$ cat config.mk
export PLATFORM = sky130hd
export DESIGN_NAME = wvb_rdout_arbiter
export DESIGN_NICKNAME = d
export VERILOG_FILES = /design/src/rtl/wvb_rdout_arbiter.sv
export SDC_FILE = /design/constraint.sdc
export NUM_CORES = 1
export LEC_CHECK = 0
export ABC_AREA = 1
export BUFFER_PORTS_ARGS = -buffer_cell sky130_fd_sc_hd__buf_2
export CORE_MARGIN = 2
export CORE_UTILIZATION = 49
export CTS_CLUSTER_SIZE = 28
export DETAILED_ROUTE_END_ITERATION = 6
export GPL_ROUTABILITY_DRIVEN = 0
export PLACE_DENSITY = 0.75
export SLEW_MARGIN = 10
export SYNTH_ARGS = -nofsm -noshare
export SYNTH_HDL_FRONTEND = slang
export SYNTH_SLANG_ARGS = --single-unit
$ cat constraint.sdc
create_clock -name clk -period 1.35 [get_ports clk]
set_input_delay 0.135 -clock clk [delete_from_list [all_inputs] [get_ports clk]]
set_output_delay 0.135 -clock clk [all_outputs]
set_load 0.005 [all_outputs]
$ cat src/rtl/wvb_rdout_arbiter.sv
// wvb_rdout_arbiter: round-robin grant of the shared waveform-buffer reader across channels
module wvb_rdout_arbiter #(
  parameter int N_CHANNELS = 2,
  parameter int SEL_W = 1,
  parameter int N_WVF_W = 10,
  parameter int TIMEOUT = 65535
) (
  input  logic                          clk,
  input  logic                          rst,
  input  logic                          enable,
  input  logic [N_CHANNELS*N_WVF_W-1:0] n_wvf_in_buf,
  input  logic                          dpram_busy,
  output logic                          rdr_req,
  output logic [SEL_W-1:0]              rdr_chan,
  input  logic                          rdr_ack,
  output logic [15:0]                   rdout_count,
  output logic                          timeout_err,
  input  logic                          err_clr,
  output logic                          arb_busy
);
  typedef enum logic [1:0] {IDLE, SCAN, REQ, HOLD} state_t;
  localparam logic [15:0] T_LAST = 16'(TIMEOUT - 1);
  state_t r_state, w_state;
  logic [SEL_W-1:0] r_last, w_last, r_chan, w_chan, w_win;
  logic [15:0] r_tcnt, w_tcnt, r_cnt, w_cnt;
  logic r_req, w_req, r_err, w_err, r_busy, w_found;
  logic [N_CHANNELS-1:0] w_nz;
  for (genvar k = 0; k < N_CHANNELS; k++) begin : g_nz
    assign w_nz[k] = |n_wvf_in_buf[k*N_WVF_W +: N_WVF_W];
  end
  // search starts just after the last served channel so priority rotates
  always_comb begin
    logic [SEL_W-1:0] c;
    c = '0;
    w_found = 1'b0;
    w_win = '0;
    for (int i = 1; i <= N_CHANNELS; i++) begin
      c = SEL_W'((int'(r_last) + i) % N_CHANNELS);
      if (!w_found && w_nz[c]) begin
        w_found = 1'b1;
        w_win = c;
      end
    end
  end
  always_comb begin
    w_state = r_state;
    w_req = r_req;
    w_chan = r_chan;
    w_last = r_last;
    w_tcnt = r_tcnt;
    w_cnt = r_cnt;
    w_err = err_clr ? 1'b0 : r_err;
    unique case (r_state)
      IDLE: w_state = (enable && !dpram_busy && |w_nz) ? SCAN : IDLE;
      SCAN: begin
        w_state = (enable && w_found) ? REQ : IDLE;
        w_req = enable && w_found;
        w_chan = (enable && w_found) ? w_win : r_chan;
        w_tcnt = '0;
      end
      REQ: begin
        if (rdr_ack || r_tcnt == T_LAST) begin
          w_state = HOLD;
          w_req = 1'b0;
          w_last = r_chan;
          w_cnt = rdr_ack ? r_cnt + 16'd1 : r_cnt;
          w_err = rdr_ack ? w_err : 1'b1;
        end else
          w_tcnt = r_tcnt + 16'd1;
      end
      HOLD: w_state = dpram_busy ? HOLD : IDLE;
    endcase
  end
  always_ff @(posedge clk) begin
    if (rst) begin
      r_state <= IDLE;
      r_req <= 1'b0;
      r_chan <= '0;
      r_last <= SEL_W'(N_CHANNELS - 1);
      r_tcnt <= '0;
      r_cnt <= '0;
      r_err <= 1'b0;
      r_busy <= 1'b0;
    end else begin
      r_state <= w_state;
      r_req <= w_req;
      r_chan <= w_chan;
      r_last <= w_last;
      r_tcnt <= w_tcnt;
      r_cnt <= w_cnt;
      r_err <= w_err;
      r_busy <= w_state != IDLE;
    end
  end
  assign rdr_req = r_req;
  assign rdr_chan = r_chan;
  assign rdout_count = r_cnt;
  assign timeout_err = r_err;
  assign arb_busy = r_busy;
endmodule

==> results.txt, run 1 <==
Hold Path Class - in -> reg
hpwl dp - 4710 µm
synth-to-layout area growth - 52.1%
Overflow after GRT - 0
YS warnings - 0
Sw Ratio - 25.7%
clock skew - 0.00767 ns
initial antenna violation count - 0
Final Cycle Share - 110%
Comb power frac - 11.3%
crit path kind - reg -> reg
1st-pass router iterations - 4
CP max stage delay - 0.37 ns
relative slew slack - 82.7%
Tot GR Track Use - 26.1%
clk sink count - 39
Core Box Area - 0.00435 mm²
Port Buf Inserts - 45
Detail Route Antenna Nets - 0
share of layout cells above drive strength 1 - 46.3%
first-iteration detailed-routing DRC count - 160
number of diodes - 0
Critical Path Fanout Max - 6
worst endpoint required time - 1.59 ns
syn_nets - 379
number of synthesized register bits - 39
Residual DRC - 0
Area after DPL - 0.00296 mm²
cell depth of the worst min-delay path - 4
Main synth FF type - dfxtp_1
LEAKAGE - 1.49 nW
Slew @ Worst Pin - 0.258 ns
total length of routed wires - 6460 µm
Post-Route Utilization - 77.5%
Rows - 24
Root Buffer - clkbuf_8
# H-tree levels - 2
Max Cap Violations - 0
# setup viols final - 17
Crit. End Element - flop
P_sw - 0.566 mW
Clk pwr share - 35.8%
initial core utilization - 50.9%
clock latency on the worst-skew pair - 0.30 ns
Bufs on Longest Clock Path - 2
failing checks - setup timing
post-synthesis average cell area - 6.34 µm²
num ports - 46
Fin. Hold Viols - 0
wire length of the first global-routing pass - 10700 µm
Setup Slack @ Placement - -0.156 ns
Overall Power - 2.20 mW
outcome - complete, but fails checks
number of global-route vias before repair - 2573
RSZ-0062 raised after global routing - true
synth unique cells - 30
vias per std cell - 5.03
Flop pwr share - 52.9%
largest net degree at the start of global routing - 15
Tmin final - 1.49 ns
Worst Setup Start Kind - flop
Cell Pwr Density - 652 mW/mm²
ys async rst share - 0%
Final WS setup - -0.138 ns
chip width - 71.3 µm
Internal - 1.63 mW
TritonCTS clock tree - done
CP max stage cell - dfxtp_4
final non-filler cell area - 0.00337 mm²
mapped cell area - 0.00222 mm²
Nets - 497
Seq/Total Area, Yosys - 35.2%
Setup TNS - -1.27 ns
die area - 0.00508 mm²
worst r2r path cells - 12
Max Clock Freq - 0.672 GHz
crit-path cells - inv_4, ha_4, inv_2, nor2_2, nand2_2, nor2_4, nor2_4, buf_4, buf_6, nand3_2, nand2_2, a21oi_2
Die Y - 71.3 µm
Post-synth EDFFs - 0
Worst VDD drop - 538 µV
clk slew on worst S/H paths - 0.08 ns
count of pins over their slew limit - 0
post-synthesis cell count - 350
CP arrival - 1.73 ns
total number of vias - 2620
CTS buffer count - 5
routed len/inst - 12.4 µm
[routing by layer]
metal / vias to the layer above / global-route usage (%) / routed length (µm)
li1: 1339 / - / -
met1: 1193 / 30.0 / 2620
met2: 73 / 46.3 / 3410
met3: 15 / 5.63 / 305
met4: 0 / 11.5 / 124
met5: - / 0 / 0
[final timing paths]
path                                 from          end  slack, ns
worst min register to register     r_last       r_last       0.49
worst min-delay path              err_clr  timeout_err       0.10
worst max register to register  r_tcnt[0]   r_tcnt[12]      -0.14
worst max-delay path            r_tcnt[0]   r_tcnt[12]      -0.14
[kinds of logic (layout without fill, tap and decap cells)]
family | after synthesis | after routing | synth area share, %
buf+inv | 51 | 170 | 9.02
simple gates | 213 | 213 | 42.1
xor+xnor | 5 | 5 | 1.97
flops | 39 | 39 | 35.2
compound gates | 39 | 39 | 10.0
fa+ha+maj | 3 | 3 | 1.69
[area by class of cell]
| class | count | area, µm² |
|---|---|---|
| Sequential cell | 39 | 810 |
| Timing Repair Buffer | 115 | 778 |
| Multi-Input combinational cell | 260 | 1460 |
| Clock inverter | 2 | 12.5 |
| Fill cell | 322 | 980 |
| Tap cell | 52 | 65.1 |
| Inverter | 47 | 181 |
| Clock buffer | 6 | 72.6 |
[repair_timing]
item                       CTS  global route
hold buffers                 0             0
setup endpoints to repair   21            28
pin swaps                   20            19
buffers inserted             9             3
resized for setup           36            49
[Yosys cell counts (2+ instances only)]
library cell / number / area, µm²
nor2_2: 4 / 25.0
nand2_2: 4 / 25.0
a21oi_2: 2 / 17.5
nor2_1: 64 / 240
nand3_1: 27 / 135
nor3_1: 7 / 35.0
nand4_1: 5 / 31.3
nor2_4: 6 / 67.6
inv_1: 45 / 169
dfxtp_1: 39 / 781
a21oi_1: 21 / 105
o21ai_0: 11 / 55.1
nand2_1: 93 / 349
ha_1: 3 / 37.5
xor2_1: 4 / 35.0
[cells in the final DEF (no fill, tap or decap), drive strengths merged, types with 5 or more instances in the layout]
cell type	count
a21oi	23
buf	115
clkbuf	6
dfxtp	39
inv	46
nand2	98
nand3	27
nand4	5
nor2	74
nor3	7
o21ai	14
[power by group through the flow]
stage	registers (mW)	clock network, mW	logic (mW)
after floorplan	1.20	0	0.0962
after global placement	1.19	0	0.211
after detailed placement	1.19	0	0.214
after CTS	1.17	0.795	0.229
after global routing	1.17	0.850	0.274
final	1.16	0.788	0.249
[critical path, delay by kind of cell (launching register included)]
kind                       cells  cell delay (ns)
and+or+nand+nor                6             0.52
AOI/OAI and AO/OA              1             0.09
adders and majority gates      1             0.11
DFF                            1             0.37
buffers and inverters          4             0.35
[registers in the layout, indices dropped and copies added (netlist names)]
signal       cells
r_state          2
arb_busy         1
r_tcnt          16
timeout_err      1
rdout_count     16
rdr_req          1
r_last           1
rdr_chan         1
[per-stage QoR]
step,hold slack (ns),std cells
floorplan,0.298,350
global placement,0.397,501
detailed placement,0.410,501
CTS,0.0889,518
global route,0.115,521
finish,0.104,521
Note: power is estimated with default switching activity, not from simulation.
==> run 2, diff against run 1 <==
CORE_UTILIZATION = 41   (was 49)
PLACE_DENSITY = 0.65   (was 0.75)
==> results.txt, run 2 (synthesis gave the netlist of run 1 again) <==
outcome - complete, but fails checks
failing checks - setup timing
clk slew on worst S/H paths - 0.08 ns (about the same)
Max Cap Violations - 0 (unchanged)
count of pins over their slew limit - 0 (unchanged)
clk sink count - 39 (unchanged)
RSZ-0062 raised after global routing - true
Overflow after GRT - 0 (unchanged)
initial core utilization - 42.9% (-8.1 points)
chip width - 77.6 µm (+8.8%)
1st-pass router iterations - 4 (unchanged)
post-placement cell count - 512 (+2.2%)
first-iteration detailed-routing DRC count - 122 (-24%)
Detail Route Antenna Nets - 0 (unchanged)
Nets - 486 (-2.2%)
total number of vias - 2507 (-4.3%)
CTS Hold Bufs - 0 (unchanged)
largest net degree at the start of global routing - 20 (+5)
Post-Route Utilization - 63.4% (-14 points)
clock skew - 0.00720 ns (-0.000468 ns)
relative slew slack - 82.5% (-0.22 points)
Worst VDD drop - 558 µV (+3.7%)
synth-to-layout area growth - 47.8%
# H-tree levels - 2 (unchanged)
number of diodes - 0 (unchanged)
Bufs on Longest Clock Path - 2 (unchanged)
die area - 0.00601 mm² (+18%)
grt peak-use layer - met2
TritonCTS clock tree - done
Core Box Area - 0.00517 mm² (+19%)
met3 Usage GRT - 4.19% (-1.4 points)
crit path kind - reg -> reg
share of layout cells above drive strength 1 - 41.9% (-4.3 points)
Hold Path Class - in -> reg
CP arrival - 1.71 ns (-0.02 ns)
Tmin final - 1.51 ns (+0.0259 ns)
clock latency on the worst-skew pair - 0.29 ns (about the same)
Critical Path Fanout Max - 8 (+2)
Tot GR Track Use - 20.3% (-5.8 points)
Final Cycle Share - 112% (+1.9 points)
met1 Resource Use GR - 25.3% (-4.7 points)
Residual DRC - 0 (unchanged)
number of global-route vias before repair - 2305 (-10%)
Fin. Hold Viols - 0 (unchanged)
commonest non-fill, non-tap cell in the layout - nand2_1
# setup viols final - 19 (+2)
Worst Setup Start Kind - flop
Port Buf Inserts - 45 (unchanged)
Rows - 26 (+8.3%)
initial antenna violation count - 0 (unchanged)
num ports - 46 (unchanged)
CTS buffer count - 5 (unchanged)
total length of routed wires - 5960 µm (-7.7%)
Slew @ Worst Pin - 0.260 ns (+0.00231 ns)
Max Clock Freq - 0.660 GHz (-1.7%)
Root Buffer - clkbuf_8
Final WS setup - -0.164 ns (-0.0259 ns)
routed len/inst - 11.3 µm (-8.9%)
LEAKAGE - 1.42 nW (-4.4%)
most frequent cells in the layout - 79 x nand2_1, 55 x nor2_1, 55 x buf_4
worst hold margin - 0.103 ns (-0.000146 ns)
Crit. End Element - flop
Die Y - 77.6 µm (+8.8%)
Cell Pwr Density - 664 mW/mm² (+1.9%)
hpwl dp - 4340 µm (-8.0%)
worst endpoint required time - 1.54 ns (-0.05 ns)
vias per std cell - 4.75 (-5.6%)
wire length of the first global-routing pass - 9920 µm (-7.2%)
Overall Power - 2.18 mW (-1.0%)
met2 GRT Util - 35.7% (-11 points)
non-filler cells in the finished layout - 528 (+1.3%)
## run 2: cell count changes in the layout (fill, tap and decap cells not counted), moves of 2 or more
cell,change
nor2_4,+2
dfxtp_1,+3
nand2_1,+7
nor2_2,-3
o21ai_1,+2
buf_4,-10
dfxtp_2,-3
o21ai_0,-2
nand3_1,+4
nand2_2,-7
nand3_2,-3
## run 2: final timing paths
path                            startpoint           to  slack, ns  cells past startpoint
worst min register to register      r_last       r_last       0.47                      2
worst max register to register   r_tcnt[0]   r_tcnt[15]      -0.16                     11
worst max-delay path             r_tcnt[0]   r_tcnt[15]      -0.16                     11
worst min-delay path               err_clr  timeout_err       0.10                      4
## run 2: what timing repair did
| item | CTS | global route |
|---|---|---|
| pin swaps | 13 | 28 |
| setup buffers | 3 | 6 |
| resized for setup | 17 | 56 |
| setup endpoints to repair | 22 | 29 |
## run 2: through the flow
stage	cell area (µm²)	TNS, ns	setup slack (ns)
after floorplan	2250	-0.0232	-0.0211
after global placement	2930	-0.901	-0.0959
after detailed placement	2930	-1.47	-0.161
after CTS	3080	-1.34	-0.133
after global routing	3280	-3.91	-0.261
final	3280	-1.71	-0.164
## run 2: power by group
group          switching, mW  internal [mW]
Combinational          0.122          0.103
Clock                  0.428          0.362
Sequential           0.00857           1.15
Total                  0.559           1.62
## run 2: area by class of cell
type                       count  area, µm²
clock buffer                   6       72.6
clock inverter                 2       12.5
fill                         477       1890
inverter                      47        181
multi-input combinational    260       1430
sequential                    39        806
tap                           70       87.6
timing repair buffer         104        692
## run 2: worst max-delay path, stage by stage, from the launching register on
cell	delay, ns
dfxtp_2	0.34
inv_2	0.07
ha_4	0.13
inv_4	0.04
nor2_4	0.07
nand2_2	0.06
nor2_4	0.15
nor2_4	0.10
nor2_4	0.23
nor2_1	0.07
nor2_1	0.11
nor2_1	0.05
## run 2: layer usage
metal	wire length [µm]	vias to the layer above	share of wire, %
li1	-	1316	-
met4	44	0	0.74
met5	0	-	0
met3	192	4	3.2
met1	2710	1153	45
met2	3010	34	51
==> run 3, diff against run 2 <==
CORE_ASPECT_RATIO = 0.9   (was default)
PLACE_DENSITY = default   (was 0.65)
SLEW_MARGIN = 5   (was 10)
clock period = 1.9 ns   (was 1.35 ns; I/O delays follow)
==> results.txt, run 3 (synthesis gave the netlist of run 1 again) <==
outcome - complete, no violations
non-filler cells in the finished layout - 468 (-11%)
Max Clock Freq - 0.611 GHz (-7.5%)
CP max stage cell - dfxtp_1
Post-Route Utilization - 50.8% (-13 points)
chip width - 81.5 µm (+5.1%)
Nets - 429 (-12%)
Internal - 1.39 mW (-14%)
# H-tree levels - 2 (unchanged)
cell depth of the worst min-delay path - 4 (unchanged)
clk slew on worst S/H paths - 0.08 ns (about the same)
number of diodes - 0 (unchanged)
Fin. Hold Viols - 0 (unchanged)
Core Box Area - 0.00522 mm² (+0.99%)
Area after DPL - 0.00252 mm² (-14%)
total length of routed wires - 5070 µm (-15%)
CP max stage delay - 0.39 ns (+0.05 ns)
hpwl dp - 3910 µm (-9.9%)
Setup Slack @ Placement - 0.269 ns (+0.430 ns)
total number of vias - 2236 (-11%)
Crit. End Element - flop
most frequent cells in the layout - 93 x nand2_1, 63 x nor2_1, 45 x inv_1, 45 x buf_2, 39 x dfxtp_1
CTS resizes - 0 (-17)
commonest non-fill, non-tap cell in the layout - nand2_1
Residual DRC - 0 (unchanged)
die area - 0.00602 mm² (about the same)
clock skew - 0.00771 ns (+0.000516 ns)
Cell Pwr Density - 667 mW/mm² (+0.36%)
initial antenna violation count - 0 (unchanged)
# setup viols final - 0 (-19)
vias per std cell - 4.78 (+0.62%)
CTS buffer count - 5 (unchanged)
Overall Power - 1.77 mW (-19%)
Setup TNS - 0 ns (+1.71 ns)
first-iteration detailed-routing DRC count - 118 (-3.3%)
Sw Ratio - 21.2% (-4.4 points)
Rows - 25 (-3.8%)
R2R setup slack - 0.26 ns (+0.43 ns)
RSZ-0062 raised after global routing - false
Die Y - 73.8 µm (-4.9%)
Port Buf Inserts - 45 (unchanged)
Overflow after GRT - 0 (unchanged)
Clk pwr share - 46.5% (+10 points)
crit-path cells - inv_1, ha_1, inv_1, nor2_1, nand2_1, nor2_4, o21ai_4, nand2_1, nand2_1, nand2_1, nor2_1
Comb power frac - 6.6% (-3.7 points)
1st-pass router iterations - 5 (+1)
Flop pwr share - 46.9% (-6.5 points)
relative slew slack - 63.6% (-19 points)
grt peak-use layer - met2
Final WS setup - 0.264 ns (+0.428 ns)
worst endpoint required time - 2.12 ns (+0.58 ns)
TritonCTS clock tree - done
CP most frequent cell - nand2_1
crit path kind - reg -> reg
Worst VDD drop - 501 µV (-10%)
post-placement cell count - 460 (-10%)
routed len/inst - 10.8 µm (-4.0%)
Bufs on Longest Clock Path - 2 (unchanged)
Worst Setup Start Kind - flop
Post-CTS Repair Setup Buffers - 0 (-3)
Critical Path Fanout Max - 14 (+6)
synth-to-layout area growth - 19.6%
CP arrival - 1.86 ns (+0.15 ns)
largest net degree at the start of global routing - 20 (unchanged)
number of global-route vias before repair - 1912 (-17%)
LEAKAGE - 1.13 nW (-21%)
clock latency on the worst-skew pair - 0.29 ns (about the same)
clk sink count - 39 (unchanged)
initial core utilization - 42.5% (-0.42 points)
Final Cycle Share - 86.1% (-26 points)
Hold Path Class - in -> reg
met1 Resource Use GR - 26.1% (+0.74 points)
met2 GRT Util - 28.4% (-7.2 points)
num ports - 46 (unchanged)
final non-filler cell area - 0.00265 mm² (-19%)
CTS Hold Bufs - 0 (unchanged)
Max Cap Violations - 0 (unchanged)
wire length of the first global-routing pass - 8540 µm (-14%)
Tmin final - 1.64 ns (+0.122 ns)
Slew @ Worst Pin - 0.543 ns (+0.283 ns)
worst hold margin - 0.160 ns (+0.0567 ns)
count of pins over their slew limit - 0 (unchanged)
P_sw - 0.376 mW (-33%)
Root Buffer - clkbuf_8
met3 Usage GRT - 3.44% (-0.75 points)
Tot GR Track Use - 18.1% (-2.1 points)
Detail Route Antenna Nets - 0 (unchanged)
share of layout cells above drive strength 1 - 18.7% (-23 points)
worst r2r path cells - 11 (unchanged)
run 3: cell types whose count changed in the layout (fill, tap and decap cells not counted), sizes merged:
cell | previous run | this run
clkinvlp | 1 | 0
clkinv | 2 | 1
bufinv | 0 | 2
buf | 104 | 47
run 3: worst paths after layout:
kind,end,from
min,timeout_err,err_clr
max,r_tcnt[14],r_tcnt[0]
max reg2reg,r_tcnt[14],r_tcnt[0]
min reg2reg,r_last,r_last
run 3: worst max-delay path, delay by kind of cell, from the launching register on:
family                   cells  cell delay [ns]
AND/OR/NAND/NOR              7             0.53
flip-flops                   1             0.39
AO/OA/AOI/OAI                1             0.33
adder cells (fa/ha/maj)      1             0.19
buffers and inverters        2             0.14
run 3: power by group through the flow:
stage | registers [mW] | clock network [mW] | logic [mW]
6_report | 0.831 | 0.823 | 0.116
5_1_grt | 0.832 | 0.868 | 0.132
4_1_cts | 0.831 | 0.833 | 0.118
3_5_place_dp | 0.850 | 0 | 0.117
3_3_place_gp | 0.850 | 0 | 0.116
2_1_floorplan | 0.850 | 0 | 0.0683
run 3: routing by layer:
metal  routed length [µm]  vias to the layer above
li1                     -                     1196
met1                 2610                      978
met2                 2180                       60
met3                  250                        2
met4                   27                        0
met5                    0                        -
run 3: area by class of cell:
cell class	instances	area [µm²]
timing repair buffer	47	240
clock buffer	6	72.6
fill	526	2570
tap	67	83.8
sequential	39	781
multi-input combinational	260	1240
clock inverter	2	60.1
inverter	47	176
